[config.mk]
export PLATFORM = sky130hd
export DESIGN_NAME = dm_sram_ctrl_flat
export DESIGN_NICKNAME = d
export VERILOG_FILES = /design/src/rtl/dm_sram_ctrl_if.sv /design/src/rtl/dm_sram_ctrl.sv /design/src/flat_wrapper.sv
export SDC_FILE = /design/constraint.sdc
export NUM_CORES = 1
export LEC_CHECK = 0
export CAP_MARGIN = 40
export CORE_MARGIN = 5
export CORE_UTILIZATION = 43
export DETAILED_ROUTE_END_ITERATION = 8
export PLACE_DENSITY = 0.85
export SYNTH_ARGS = -nofsm -noshare
export SYNTH_HDL_FRONTEND = slang
export SYNTH_SLANG_ARGS = --single-unit
[constraint.sdc]
create_clock -name clk -period 3.1 [get_ports clk]
set_input_delay 0.93 -clock clk [delete_from_list [all_inputs] [get_ports clk]]
set_output_delay 0.93 -clock clk [all_outputs]
set_load 0.05 [all_outputs]
[src/rtl/dm_sram_ctrl_if.sv]
// Pipeline-side data-memory request/response bundle.
// The pipeline (master) drives requests, and the SRAM controller (slave) answers them.
interface dm_sram_ctrl_if;
  logic        re;
  logic        we;
  logic [31:0] addr;
  logic [3:0]  be_n;
  logic [31:0] wdata;
  logic [31:0] rdata;
  logic        stall;

  modport master (
    output re, we, addr, be_n, wdata,
    input  rdata, stall
  );

  modport slave (
    input  re, we, addr, be_n, wdata,
    output rdata, stall
  );
endinterface

[src/rtl/dm_sram_ctrl.sv]
// Data-memory responder that drives an async 32-bit SRAM.
// Accesses are multi-cycle, and the pipeline is stalled while one is in flight.
module dm_sram_ctrl #(
  parameter int RD_WAIT = 2,
  parameter int WR_WAIT = 2,
  parameter int SRAM_AW = 20
) (
  input  logic               clk,
  input  logic               rst_n,
  dm_sram_ctrl_if.slave      dm,
  output logic [SRAM_AW-1:0] sram_addr_o,
  output logic [31:0]        sram_wdata_o,
  output logic               sram_data_oe_o,
  input  logic [31:0]        sram_rdata_i,
  output logic               sram_ce_n_o,
  output logic               sram_oe_n_o,
  output logic               sram_we_n_o,
  output logic [3:0]         sram_be_n_o
);

  localparam logic [2:0] S_IDLE  = 3'd0;
  localparam logic [2:0] S_READ  = 3'd1;
  localparam logic [2:0] S_WRITE = 3'd2;
  localparam logic [2:0] S_WHOLD = 3'd3;
  localparam logic [2:0] S_DONE  = 3'd4;

  localparam logic [3:0] RD_LAST = 4'(RD_WAIT - 1);
  localparam logic [3:0] WR_LAST = 4'(WR_WAIT - 1);

  logic [2:0]         state_q, state_d;
  logic [3:0]         cnt_q, cnt_d;
  logic [SRAM_AW-1:0] addr_q, addr_d;
  logic [3:0]         be_q, be_d;
  logic [31:0]        wdata_q, wdata_d;
  logic [31:0]        rdata_q, rdata_d;

  logic unused_addr;
  assign unused_addr = ^{dm.addr[31:SRAM_AW+2], dm.addr[1:0]};

  always_comb begin
    state_d = state_q;
    cnt_d   = cnt_q;
    addr_d  = addr_q;
    be_d    = be_q;
    wdata_d = wdata_q;
    rdata_d = rdata_q;
    unique case (state_q)
      S_IDLE: begin
        if (dm.we) begin
          addr_d  = dm.addr[SRAM_AW+1:2];
          be_d    = dm.be_n;
          wdata_d = dm.wdata;
          cnt_d   = '0;
          state_d = S_WRITE;
        end else if (dm.re) begin
          addr_d  = dm.addr[SRAM_AW+1:2];
          cnt_d   = '0;
          state_d = S_READ;
        end
      end
      S_READ: begin
        cnt_d = cnt_q + 4'd1;
        if (cnt_q == RD_LAST) begin
          rdata_d = sram_rdata_i;
          state_d = S_DONE;
        end
      end
      S_WRITE: begin
        cnt_d = cnt_q + 4'd1;
        if (cnt_q == WR_LAST) state_d = S_WHOLD;
      end
      S_WHOLD: state_d = S_DONE;
      S_DONE:  state_d = S_IDLE;
      default: state_d = S_IDLE;
    endcase
  end

  always_ff @(posedge clk) begin
    if (!rst_n) begin
      state_q <= S_IDLE;
      cnt_q   <= '0;
      addr_q  <= '0;
      be_q    <= 4'hF;
      wdata_q <= '0;
      rdata_q <= '0;
    end else begin
      state_q <= state_d;
      cnt_q   <= cnt_d;
      addr_q  <= addr_d;
      be_q    <= be_d;
      wdata_q <= wdata_d;
      rdata_q <= rdata_d;
    end
  end

  // Strobes come from registered state only, so they cannot glitch.
  always_comb begin
    sram_ce_n_o    = 1'b1;
    sram_oe_n_o    = 1'b1;
    sram_we_n_o    = 1'b1;
    sram_be_n_o    = 4'hF;
    sram_data_oe_o = 1'b0;
    unique case (state_q)
      S_READ: begin
        sram_ce_n_o = 1'b0;
        sram_oe_n_o = 1'b0;
        sram_be_n_o = 4'h0;
      end
      S_WRITE: begin
        sram_ce_n_o    = 1'b0;
        sram_we_n_o    = 1'b0;
        sram_be_n_o    = be_q;
        sram_data_oe_o = 1'b1;
      end
      S_WHOLD: begin
        sram_ce_n_o    = 1'b0;
        sram_be_n_o    = be_q;
        sram_data_oe_o = 1'b1;
      end
      default: ;
    endcase
  end

  always_comb begin
    dm.stall = 1'b0;
    unique case (state_q)
      S_IDLE:                   dm.stall = dm.re | dm.we;
      S_READ, S_WRITE, S_WHOLD: dm.stall = 1'b1;
      default:                  dm.stall = 1'b0;
    endcase
  end

  assign dm.rdata     = rdata_q;
  assign sram_addr_o  = addr_q;
  assign sram_wdata_o = wdata_q;

endmodule

[src/flat_wrapper.sv]
// flat-port wrapper written by rule: the top's interface ports become plain ports
module dm_sram_ctrl_flat 
#(
  parameter int RD_WAIT = 2,
  parameter int WR_WAIT = 2,
  parameter int SRAM_AW = 20
)
  (clk, rst_n, sram_addr_o, sram_wdata_o, sram_data_oe_o, sram_rdata_i, sram_ce_n_o, sram_oe_n_o, sram_we_n_o, sram_be_n_o, dm_re, dm_we, dm_addr, dm_be_n, dm_wdata, dm_rdata, dm_stall);
  dm_sram_ctrl_if dm_i ();
  input  logic clk;
  input  logic rst_n;
  output logic [SRAM_AW-1:0] sram_addr_o;
  output logic [31:0] sram_wdata_o;
  output logic sram_data_oe_o;
  input  logic [31:0] sram_rdata_i;
  output logic sram_ce_n_o;
  output logic sram_oe_n_o;
  output logic sram_we_n_o;
  output logic [3:0] sram_be_n_o;
  input wire logic [$bits(dm_i.re)-1:0] dm_re;
  input wire logic [$bits(dm_i.we)-1:0] dm_we;
  input wire logic [$bits(dm_i.addr)-1:0] dm_addr;
  input wire logic [$bits(dm_i.be_n)-1:0] dm_be_n;
  input wire logic [$bits(dm_i.wdata)-1:0] dm_wdata;
  output wire logic [$bits(dm_i.rdata)-1:0] dm_rdata;
  output wire logic [$bits(dm_i.stall)-1:0] dm_stall;
  assign dm_i.re = dm_re;
  assign dm_i.we = dm_we;
  assign dm_i.addr = dm_addr;
  assign dm_i.be_n = dm_be_n;
  assign dm_i.wdata = dm_wdata;
  assign dm_rdata = dm_i.rdata;
  assign dm_stall = dm_i.stall;
  dm_sram_ctrl #(.RD_WAIT(RD_WAIT), .WR_WAIT(WR_WAIT), .SRAM_AW(SRAM_AW)) u_core (.clk(clk), .rst_n(rst_n), .dm(dm_i), .sram_addr_o(sram_addr_o), .sram_wdata_o(sram_wdata_o), .sram_data_oe_o(sram_data_oe_o), .sram_rdata_i(sram_rdata_i), .sram_ce_n_o(sram_ce_n_o), .sram_oe_n_o(sram_oe_n_o), .sram_we_n_o(sram_we_n_o), .sram_be_n_o(sram_be_n_o));
endmodule
==> summary.md <==
| Metric | Value |
|---|---|
| Status | `finished clean` |
| Highest clock rate | `around 0.36 GHz` |
| Clock latency on the worst-skew pair | `roughly 0.35 ns` |
| Post-synthesis async set-or-reset flop share | `0%` |
| Layout cells sized above 1 | `about 7.2%` |
| Root buf cell | `clkbuf_8` |
| Drt initial violations | `150` |
| First-pass GRT wire length | `approximately 18 mm` |
| Yosys cell types | `38` |
| Post-Syn Area | `roughly 3900 um^2` |
| Initial antenna violation count | `0` |
| Final GP Congestion | `approximately 0.74` |
| Synth top area cells | `dfxtp_1 (49%), a21boi_0 (11%), nand3_1 (7.2%)` |
| Synth Flop Type | `dfxtp_1` |
| Post-layout instance area | `5960 um^2` |
| Arrival time worst endpoint | `1.86 ns` |
| Port buffer count | `184` |
| Post-DRT Antenna Nets | `0` |
| Post-synthesis sequential area ratio | `between 40% and 50%` |
| Dpl cells | `about 700` |
| Area after DPL | `about 5800 um^2` |
| Worst setup EP type | `output port` |
| Die Y | `approximately 110 um` |
| Post-synth top area share | `between 40% and 50%` |
| Commonest non-fill, non-tap cell in the layout | `clkdlybuf4s50_1` |
| Setup TNS | `0 ns` |
| Cell Pwr Density | `about 520 nW/um^2` |
| Minimum clock period | `approximately 2.8 ns` |
| EDFF count, synth | `0` |
| CTS clock-pin slew for the worst setup and hold paths | `~0.10 ns` |
| Die area | `~11000 um^2` |
| Drt pass-1 iters | `5` |
| Row count | `34` |
| Final hold viol count | `0` |
| VDD IR max | `around 0.33 mV` |
| Worst setup path category | `in -> out` |
| Final Max Tran Viols | `0` |
| # diodes | `0` |
| Ys Warns | `0` |
| Gr usage total | `19.8%` |
| Mapped Avg Cell Area | `a little under 9 um^2` |
| Fin cells | `between 700 and 800` |
| Via/cell ratio | `between 5 and 6` |
| DPL Wire Length | `around 8.1 mm` |
| Unrepaired setup endpoints after global routing | `no` |
| WL/cell | `around 16 um` |
| Ports placed on the boundary | `between 150 and 200` |
| Number of global-route vias before repair | `3761` |
| Crit Path Max Fanout | `4` |
| Largest net degree at the start of global routing | `50` |
| Die width | `approximately 110 um` |
| Max-Cap Viols | `0` |
| # resized after CTS | `0` |
| Min-Delay Path Class | `reg -> reg` |
| GR Overflow Total | `0` |
| Slew HR | `~50%` |
| Period utilization | `90.1%` |
| CTS Buf Count | `9` |
| Initial Util | `about 44%` |
| Clock skew | `approximately 0.01 ns` |
| Commonest cells after routing, fill and taps aside | `clkdlybuf4s50_1 (176), dfxtp_1 (95), nand2_1 (74)` |
| Core area | `~8800 um^2` |
| Leakage | `approximately 2.1 nW` |
| Final wirelength | `around 11 mm` |
| H-tree depth | `3` |
| Setup slack, reg-to-reg | `1.16 ns` |
| Nets@finish | `722` |
| DRC viols | `0` |
| Yosys top cell by area | `dfxtp_1` |
| Clock buffer depth | `2` |
| Hold buffers post-CTS | `0` |
| Vias | `~3800` |
| Post-CTS Repair Setup Buffers | `0` |
| Critical Path RT | `2.17 ns` |
| Startpoint types | `primary input` |
| CTS tree | `done` |
| Post-Syn Instances | `around 450` |
| Final total power | `between 0.003 and 0.004 W` |
| Clock Sinks | `95` |
| Tightest Pin Transition | `about 0.76 ns` |
| Layout area overhead | `53.2%` |
| Number of register bits inferred by synthesis | `between 90 and 100` |
| Setup violations, final | `0` |
| Synth Net Count | `~550` |
-- where the power goes --
group	switching, W	internal (W)	total, W
clock network	0.000433	0.000316	0.000749
logic	0.000643	0.000373	0.00102
registers	0.0000427	0.00130	0.00135
total	0.00112	0.00199	0.00311
-- state kept, by name, indices dropped and copies added, names as in the netlist --
name / cells
u_core.dm.rdata: 32
u_core.cnt_q: 4
u_core.be_q: 4
u_core.sram_wdata_o: 32
u_core.sram_addr_o: 20
u_core.state_q: 3
-- per-stage QoR --
stage / util (%) / hold WS, ns / worst slack (ns)
2_1_floorplan: - / 0.441 / 0.152
3_3_place_gp: 66.0 / 0.439 / 0.283
3_5_place_dp: 66.0 / 0.446 / 0.304
4_1_cts: 68.0 / 0.460 / 0.294
5_1_grt: 68.0 / 0.476 / 0.246
6_report: 68.0 / 0.458 / 0.307
-- final timing paths --
path                      startpoint                       to  cells past startpoint
max                            dm_re                 dm_stall                      4
min          u_core.sram_wdata_o[17]  u_core.sram_wdata_o[17]                      2
max reg2reg          u_core.cnt_q[0]      u_core.dm.rdata[22]                      5
min reg2reg  u_core.sram_wdata_o[17]  u_core.sram_wdata_o[17]                      2
-- synth_stat cells (2+ instances only) --
cell and number:
dfxtp_1 95, nand2_1 74, a21boi_0 56, nand3_1 56, o21ai_0 55, a21boi_1 28
clkbuf_1 25, buf_2 10, a21o_1 5, buf_6 4, inv_1 4, nor2_1 4
ha_1 2, nand4_1 2, nor2b_1 2, nor3_1 2, nor3b_2 2, or3_1 2
-- routing by layer --
metal	global-route usage (%)	vias up	routed length, um
met5	0	-	0
met4	8.40	0	263
met3	5.43	22	807
met2	33.9	147	5640
met1	23.3	1772	4690
li1	-	1885	-
-- logic make-up (layout without fill, tap and decap cells) --
logic type	Yosys count	in the layout	synth area share, %
muxes	1	1	0.257
buffers and inverters	45	218	5.63
xor gates and xnor gates	1	1	0.225
DFF	95	95	48.9
AOI/OAI and AO/OA	151	151	25.6
and+or+nand+nor	153	153	18.8
adders and majority gates	2	2	0.643
-- worst max-delay path, cell delays in order --
cell,delay [ns]
clkdlybuf4s50_1,0.52
nor2_1,0.08
o21ai_1,0.11
buf_4,0.21
-- layout make-up --
| cell class | instances | area [um^2] |
|---|---|---|
| clock buffer | 10 | 138 |
| clock inverter | 6 | 45.0 |
| fill | 686 | 2800 |
| inverter | 4 | 15.0 |
| multi-input combinational | 308 | 1790 |
| sequential | 95 | 1900 |
| tap | 108 | 135 |
| timing repair buffer | 198 | 1940 |
Power figures use the tool's default switching activity.
